--- config.mk ---
export PLATFORM = sky130hd
export DESIGN_NAME = nibble_addsub_seq
export DESIGN_NICKNAME = d
export VERILOG_FILES = /design/src/rtl/nibble_addsub_seq_pkg.sv /design/src/rtl/nibble_addsub_seq_core.sv /design/src/rtl/nibble_addsub_seq.sv
export SDC_FILE = /design/constraint.sdc
export NUM_CORES = 1
export LEC_CHECK = 0
export ABC_CLOCK_PERIOD_IN_PS = 4400
export BUFFER_PORTS_ARGS = -buffer_cell sky130_fd_sc_hd__buf_2
export CORE_MARGIN = 5
export CORE_UTILIZATION = 40
export CTS_CLUSTER_DIAMETER = 120
export DETAILED_ROUTE_END_ITERATION = 8
export HOLD_SLACK_MARGIN = 0.05
export PLACE_DENSITY = 0.64
export SYNTH_ARGS = -nofsm -noshare
export SYNTH_HDL_FRONTEND = slang
export SYNTH_HIERARCHICAL = 1
export SYNTH_SLANG_ARGS = --single-unit
--- constraint.sdc ---
create_clock -name clk -period 4.4 [get_ports clk]
set_input_delay 0.44 -clock clk [delete_from_list [all_inputs] [get_ports clk]]
set_output_delay 0.44 -clock clk [all_outputs]
set_load 0.02 [all_outputs]
--- src/rtl/nibble_addsub_seq_pkg.sv ---
// Shared widths and the FSM state encoding for the nibble-serial add/sub unit.
package nibble_addsub_seq_pkg;

    localparam int OP_W   = 16;
    localparam int NIB_W  = 4;
    localparam int STEPS  = OP_W / NIB_W;
    localparam int STEP_W = $clog2(STEPS);

    typedef enum logic [1:0] {
        IDLE = 2'd0,
        RUN  = 2'd1,
        DONE = 2'd2
    } state_t;

endpackage

--- src/rtl/nibble_addsub_seq_core.sv ---
// One-nibble adder/subtractor. b is inverted by mode internally; the carry-in
// comes from the caller so it can chain nibbles across cycles.
module addsub4_core
    import nibble_addsub_seq_pkg::*;
(
    input  logic [NIB_W-1:0] a,
    input  logic [NIB_W-1:0] b,
    input  logic             mode,
    input  logic             cin,
    output logic [NIB_W-1:0] s,
    output logic             co
);

    logic [NIB_W-1:0] beff;

    // Conditional invert of b, then a plain ripple add with carry-in.
    always_comb begin
        beff    = b ^ {NIB_W{mode}};
        {co, s} = {1'b0, a} + {1'b0, beff} + {{NIB_W{1'b0}}, cin};
    end

endmodule

--- src/rtl/nibble_addsub_seq.sv ---
// 16-bit add/sub computed one nibble per cycle through a single 4-bit core.
// Accept in IDLE, four RUN cycles LSB nibble first, hold the result in DONE
// until the consumer takes it.
module nibble_addsub_seq
    import nibble_addsub_seq_pkg::*;
(
    input  logic            clk,
    input  logic            rst,
    input  logic            in_valid,
    output logic            in_ready,
    input  logic [OP_W-1:0] a,
    input  logic [OP_W-1:0] b,
    input  logic            mode,
    output logic            out_valid,
    input  logic            out_ready,
    output logic [OP_W-1:0] result,
    output logic            cout,
    output logic            ovf,
    output logic            zero
);

    localparam logic [STEP_W-1:0] LAST_STEP = STEP_W'(STEPS - 1);

    state_t            state, state_nxt;
    logic [STEP_W-1:0] step;
    logic              carry;
    logic [OP_W-1:0]   a_q, b_q;
    logic              mode_q;

    logic [NIB_W-1:0]  nib_a, nib_b, nib_s;
    logic              nib_co;
    logic [OP_W-1:0]   res_nxt;
    logic              ovf_nxt;
    logic              last;

    assign in_ready  = (state == IDLE);
    assign out_valid = (state == DONE);
    assign last      = (step == LAST_STEP);

    // Select the operand nibbles for this step and splice the core output
    // into the running result; ovf uses the fully spliced result.
    always_comb begin
        nib_a   = a_q[step*NIB_W +: NIB_W];
        nib_b   = b_q[step*NIB_W +: NIB_W];
        res_nxt = result;
        res_nxt[step*NIB_W +: NIB_W] = nib_s;
        ovf_nxt = (a_q[OP_W-1] == (b_q[OP_W-1] ^ mode_q)) &&
                  (res_nxt[OP_W-1] != a_q[OP_W-1]);
    end

    addsub4_core u_core (
        .a    (nib_a),
        .b    (nib_b),
        .mode (mode_q),
        .cin  (carry),
        .s    (nib_s),
        .co   (nib_co)
    );

    // State register.
    always_ff @(posedge clk or posedge rst) begin
        if (rst) state <= IDLE;
        else     state <= state_nxt;
    end

    // Next-state logic; a result handshake always returns to IDLE first,
    // which leaves one bubble between back-to-back jobs.
    always_comb begin
        state_nxt = state;
        case (state)
            IDLE:    if (in_valid)  state_nxt = RUN;
            RUN:     if (last)      state_nxt = DONE;
            DONE:    if (out_ready) state_nxt = IDLE;
            default:                state_nxt = IDLE;
        endcase
    end

    // Operand capture, nibble sequencing and final flag registration.
    always_ff @(posedge clk or posedge rst) begin
        if (rst) begin
            a_q    <= '0;
            b_q    <= '0;
            mode_q <= 1'b0;
            step   <= '0;
            carry  <= 1'b0;
            result <= '0;
            cout   <= 1'b0;
            ovf    <= 1'b0;
            zero   <= 1'b0;
        end else begin
            case (state)
                IDLE: if (in_valid) begin
                    a_q    <= a;
                    b_q    <= b;
                    mode_q <= mode;
                    step   <= '0;
                    carry  <= mode;
                end
                RUN: begin
                    result <= res_nxt;
                    carry  <= nib_co;
                    step   <= step + 1'b1;
                    if (last) begin
                        cout <= nib_co;
                        ovf  <= ovf_nxt;
                        zero <= (res_nxt == '0);
                    end
                end
                default: ;
            endcase
        end
    end

endmodule

==> metrics.cfg, run 1 <==
[status]
outcome=completed

[power]
power_density_mw_per_mm2=917
seq_power_share_pct=29.5
p_clk_share_pct=15.1
swShare_pct=43.9
switchingPower_mw=1.38
p_int_mw=1.76
pwr-share-comb_pct=55.4
leakage_nw=1.58
peakVddDrop_uv=539

[synth]
synthFlopType=dfrtp_1
syn_avg_cell_area_um2=13.7
muxShareOfSynthArea_pct=19.4
asyncSetResetFlopFracSynth_pct=100
synth_commonest_cells=dfrtp_1 (57), mux2_2 (25), a32o_1 (15)
synth_edf_count=0
synth_area_leaders=dfrtp_1 (49%), mux2_2 (9.7%), mux4_2 (6.2%)
ys_ff_latch=57
seq_area_frac_synth_pct=49.2
synthAdderAreaFrac_pct=5.27
synth_nets=259
synth-simple-area-share_pct=9.19
synth_top_family_by_area=multiplexers
synth.top_cell.area_share_pct=49.2
synth_most_common_cell=dfrtp_1
synth.distinct_cells=45
yosys_warnings=6
netlist_instances=211
synth_compound_area_share_pct=10.2
yosys.area.top_type=dfrtp_1
netlist_area_mm2=0.00290
synth-xor-area-share_pct=2.11

[route]
vias=1892
routed_wl_um=5680
detail-route-antenna-nets=0
drt_iter0_markers=88
first_pass_iters=4
wl_per_cell_um=15.1
vias_per_cell=5.05
drc=0

[final_layout]
areaGrowthSynthToFinish_pct=18.1
stdcell_area_mm2=0.00342
nFillCells=672
final_cells=375
nNetsFinal=319
multi_input_area_mm2=0.00135
antenna_cells=0
drive_above_1_share_pct=43.5
regArea_mm2=0.00143

[sta]
rsz0062_at_grt=false
period_needed_ns=3.04
finalCritPeriodShare_pct=69.2
drv_slew=0
fin_hold_ws_ns=0.306
final_hold_viol_count=0
skew_ns=0.0107
setup_viol_count_final=0
tns_ns=0
worst_pin_slew_ns=1.01
max_slew_margin_pct=32.1
max_freq_mhz=328

[die]
io_pins=58
die_area_mm2=0.00905
core_area_mm2=0.00714
die_width_um=95.1
num_rows=31
dieHeight_um=95.1
start_util_pct=40.6

[worst_setup_path]
crit_required_ns=4.63
setup.worst_path.class=reg2reg
r2r-start=step[0]
end_kind=register
reg2reg_slack_ns=1.36
reg2reg_to=zero
ff2ff_path_depth=8
crit_fanout=8
cp.arrival_ns=3.28
critPathLaunchType=register

[place]
dp.cells=359
globalplace.congestion=0.845
dpl_cell_area_mm2=0.00323
io_buffers=57
dp.final_hpwl_um=4120

[cts]
numCtsBuffers=9
cts_hold_buf=0
root_buffer=clkbuf_8
cts_tree=done
htreeDepth=3
clkLatencyLatePin_ns=0.34
cts_resized=0
path_clk_slew_ns=0.07
cts.sinks=57
post-cts-setup-buffers=0
clockBufferDepth=2

[job]
drv_cap=0

[grt]
antenna_found_initial=0
grt_remaining_overflow=0
grt_pass1_wl_um=9780
grt_pass1_vias=2006
grt.total_usage_pct=14.1
grt_max_degree=58

[hold_path]
hold_path.class=in2async

-- state kept, by name (all words and copies together), names as in the netlist, 2 cells and up --
register,cells
a_q,16
b_q,16
result,16
state,2
step,2
-- area by class of cell --
cell class / count / share of cell area [%]
clock buffers: 9 / 3.62
clock inverters: 7 / 2.08
inverters: 7 / 0.767
multi-input cells: 136 / 39.3
flip-flops and latches: 57 / 41.7
well taps: 99 / 3.62
repair buffers: 60 / 8.99
-- placed cells by master (no fill, tap or decap), types with 2 or more instances in the layout --
master	count
mux4_2	8
buf_4	3
fa_1	2
nand2b_1	3
clkinv_2	2
ha_1	9
nor2_1	6
clkinvlp_4	3
clkbuf_8	9
inv_1	6
mux2_2	25
dfrtp_1	57
a21oi_1	2
nand3_1	2
mux2_1	9
xnor2_1	2
nor3_2	2
a32o_1	15
a21o_1	3
o21ai_0	2
buf_2	57
a31oi_1	3
nand2_1	12
nor4_1	4
xor2_1	5
-- critical path, stage by stage (launching register included) --
cell and delay [ns]:
dfrtp_1 0.62, mux4_2 0.58, xnor2_1 0.22, fa_1 0.20
inv_1 0.06, fa_1 0.41, xor2_1 0.47, o32ai_1 0.18
a41o_1 0.20
-- power by group through the flow --
stage	Sequential (mW)	Clock (mW)	Combinational, mW
after floorplan	0.922	0	1.36
after global placement	0.942	0	1.72
after detailed placement	0.945	0	1.75
after CTS	0.934	0.492	1.76
after global routing	0.968	0.518	1.89
final	0.927	0.475	1.74
-- through the flow --
stage | worst slack, ns | total power [mW] | util [%]
after floorplan | 1.70 | 2.29 | -
after CTS | 1.32 | 3.18 | 48.0
after detailed placement | 1.33 | 2.69 | 45.2
after global placement | 1.48 | 2.66 | 45.2
final | 1.36 | 3.14 | 48.0
after global routing | 1.16 | 3.38 | 48.0
-- per-layer routing --
metal,global-route usage (%),part of all wire [%],wire (um)
met1,18.6,46,2630
met2,21.8,46,2610
met3,5.13,6.6,375
met4,4.33,1.0,59
met5,0,0,0
-- cell families (layout without fill, tap and decap cells) --
kind of cell	Yosys count	count (layout)
compound gates	35	35
xor+xnor	7	7
fa+ha+maj	11	11
buf+inv	18	83
flops	57	57
mux	42	42
simple gates	41	41
-- worst max-delay path by stage --
stage                       start   end
final                     step[0]  zero
after global routing      step[0]  zero
after CTS                 step[0]  zero
after detailed placement  step[0]  zero
after global placement    step[0]  zero
after floorplan           step[0]  cout
(Power assumes the default switching activity.)
==> run 2, diff against run 1 <==
--- a/config.mk
+++ b/config.mk
@@ -5,7 +5,7 @@
 export SDC_FILE = /design/constraint.sdc
 export NUM_CORES = 1
 export LEC_CHECK = 0
-export ABC_CLOCK_PERIOD_IN_PS = 4400
+export ABC_CLOCK_PERIOD_IN_PS = 3200
 export BUFFER_PORTS_ARGS = -buffer_cell sky130_fd_sc_hd__buf_2
 export CORE_MARGIN = 5
 export CORE_UTILIZATION = 40
==> constraint.sdc (replaced) <==
create_clock -name clk -period 3.2 [get_ports clk]
set_input_delay 0.32 -clock clk [delete_from_list [all_inputs] [get_ports clk]]
set_output_delay 0.32 -clock clk [all_outputs]
set_load 0.02 [all_outputs]
==> metrics.cfg, run 2 (synthesis gave the netlist of run 1 again) <==
[status]
outcome=completed

[worst_setup_path]
cpMostUsedCell=fa_1
crit_buf_inv=1
end_kind=register
max_stage_delay_ns=0.54
cp.arrival_ns=3.12
crit_chain=mux4_2 -> xnor2_1 -> fa_1 -> inv_1 -> fa_1 -> xor2_1 -> o32ai_1 -> a41o_1
reg2reg_to=zero
reg2reg_slack_ns=0.29
crit_fanout=8
critPathLaunchType=register
setup.worst_path.class=reg2reg
crit_required_ns=3.42
critPathTopFamily=XOR/XNOR gates
r2r-start=step[0]
slowest_stage=mux4_2
ff2ff_path_depth=8

[final_layout]
antenna_cells=0
nNetsFinal=321
areaGrowthSynthToFinish_pct=18.0
nFillCells=683
regArea_mm2=0.00143
drive_above_1_share_pct=43.5
stdcell_area_mm2=0.00342
fin_util_pct=47.9
multi_input_area_mm2=0.00135
layout_common_cells=buf_2 (57), dfrtp_1 (56), mux2_2 (25), a32o_1 (15), nand2_1 (12)
largest_registers=a_q: 16 flops, b_q: 16 flops, result: 16 flops
final_common_cell=buf_2

[cts]
path_clk_slew_ns=0.06
htreeDepth=3
clockBufferDepth=2
root_buffer=clkbuf_8
clkLatencyLatePin_ns=0.33
cts_tree=done
cts.sinks=57
numCtsBuffers=9

[route]
wl_per_cell_um=16.0
detail-route-antenna-nets=0
vias=1964
drt_iter0_markers=93
top_layer=met4
dr_wl_met3_um=355
wl_met1_um=2820
routed_wl_um=6040
vias_per_cell=5.21
first_pass_iters=4
met2_length_um=2780
drc=0

[grt]
grt_pass1_wl_um=10100
grt.total_usage_pct=14.8
grt_remaining_overflow=0
grt_pass1_vias=2006
grt_max_degree=38
antenna_found_initial=0

[sta]
drv_slew=0
max_slew_margin_pct=39.1
finalCritPeriodShare_pct=90.8
final_hold_viol_count=0
max_freq_mhz=344
period_needed_ns=2.91
tns_ns=0
setup_viol_count_final=0
worst_pin_slew_ns=0.909
rsz0062_at_grt=false
skew_ns=0.00637

[place]
dp.final_hpwl_um=4410
io_buffers=57
dpl_cell_area_mm2=0.00324
globalplace.congestion=0.906

[die]
die_width_um=95.1
die_area_mm2=0.00905
core_area_mm2=0.00714
num_rows=31
start_util_pct=40.6
dieHeight_um=95.1
io_pins=58

[power]
power_mw=4.32
peakVddDrop_uv=586
power_density_mw_per_mm2=1260
leakage_nw=1.59

[hold_path]
hold_path.class=in2async

[job]
drv_cap=0

run 2: through the flow:
| step | hold slack, ns | setup WS (ns) | instances |
|---|---|---|---|
| 4_1_cts | 0.0919 | 0.121 | 377 |
| 2_1_floorplan | 0.439 | 0.495 | 211 |
| 5_1_grt | 0.124 | 0.125 | 377 |
| 6_report | 0.0800 | 0.294 | 377 |
| 3_5_place_dp | 0.446 | 0.154 | 361 |
| 3_3_place_gp | 0.449 | 0.253 | 361 |
run 2: worst max-delay path by stage:
stage / start / to / slack (ns) / cells after the start
floorplan: step[0] / cout / 0.50 / 10
global placement: step[0] / zero / 0.25 / 8
detailed placement: step[0] / zero / 0.15 / 8
CTS: step[0] / zero / 0.12 / 8
global route: step[0] / zero / 0.13 / 8
finish: step[0] / zero / 0.29 / 8
run 2: metal layers:
metal	up-vias	GRT usage (%)
li1	921	-
met4	0	4.69
met5	-	0
met3	8	5.29
met1	981	20.3
met2	54	21.7
run 2: worst reg2reg max path, stage by stage (launching register included):
cell     delay, ns
dfrtp_2       0.51
mux4_2        0.55
xnor2_1       0.20
fa_1          0.19
inv_1         0.06
fa_1          0.41
xor2_1        0.50
o32ai_1       0.18
a41o_1        0.20
run 2: timing repair:
action / CTS / global route
setup endpoints to repair: 0 / 1
hold buffers: 0 / 0
hold endpoints to repair: 0 / 0
buffers inserted: 0 / 0
gates resized for setup: 0 / 1
run 2: area by class of cell:
class                      instances  area share (%)
sequential                        57            41.7
multi-input combinational        136            39.3
timing repair buffer              62            9.44
clock buffer                      13            4.65
tap                               99            3.62
inverter                           7           0.768
clock inverter                     3           0.439
run 2: power breakdown:
group	switching, mW	leakage, nW	internal (mW)	total (mW)
logic	1.41	0.797	1.05	2.46
registers	0.232	0.705	1.04	1.27
clock network	0.275	0.0932	0.320	0.594
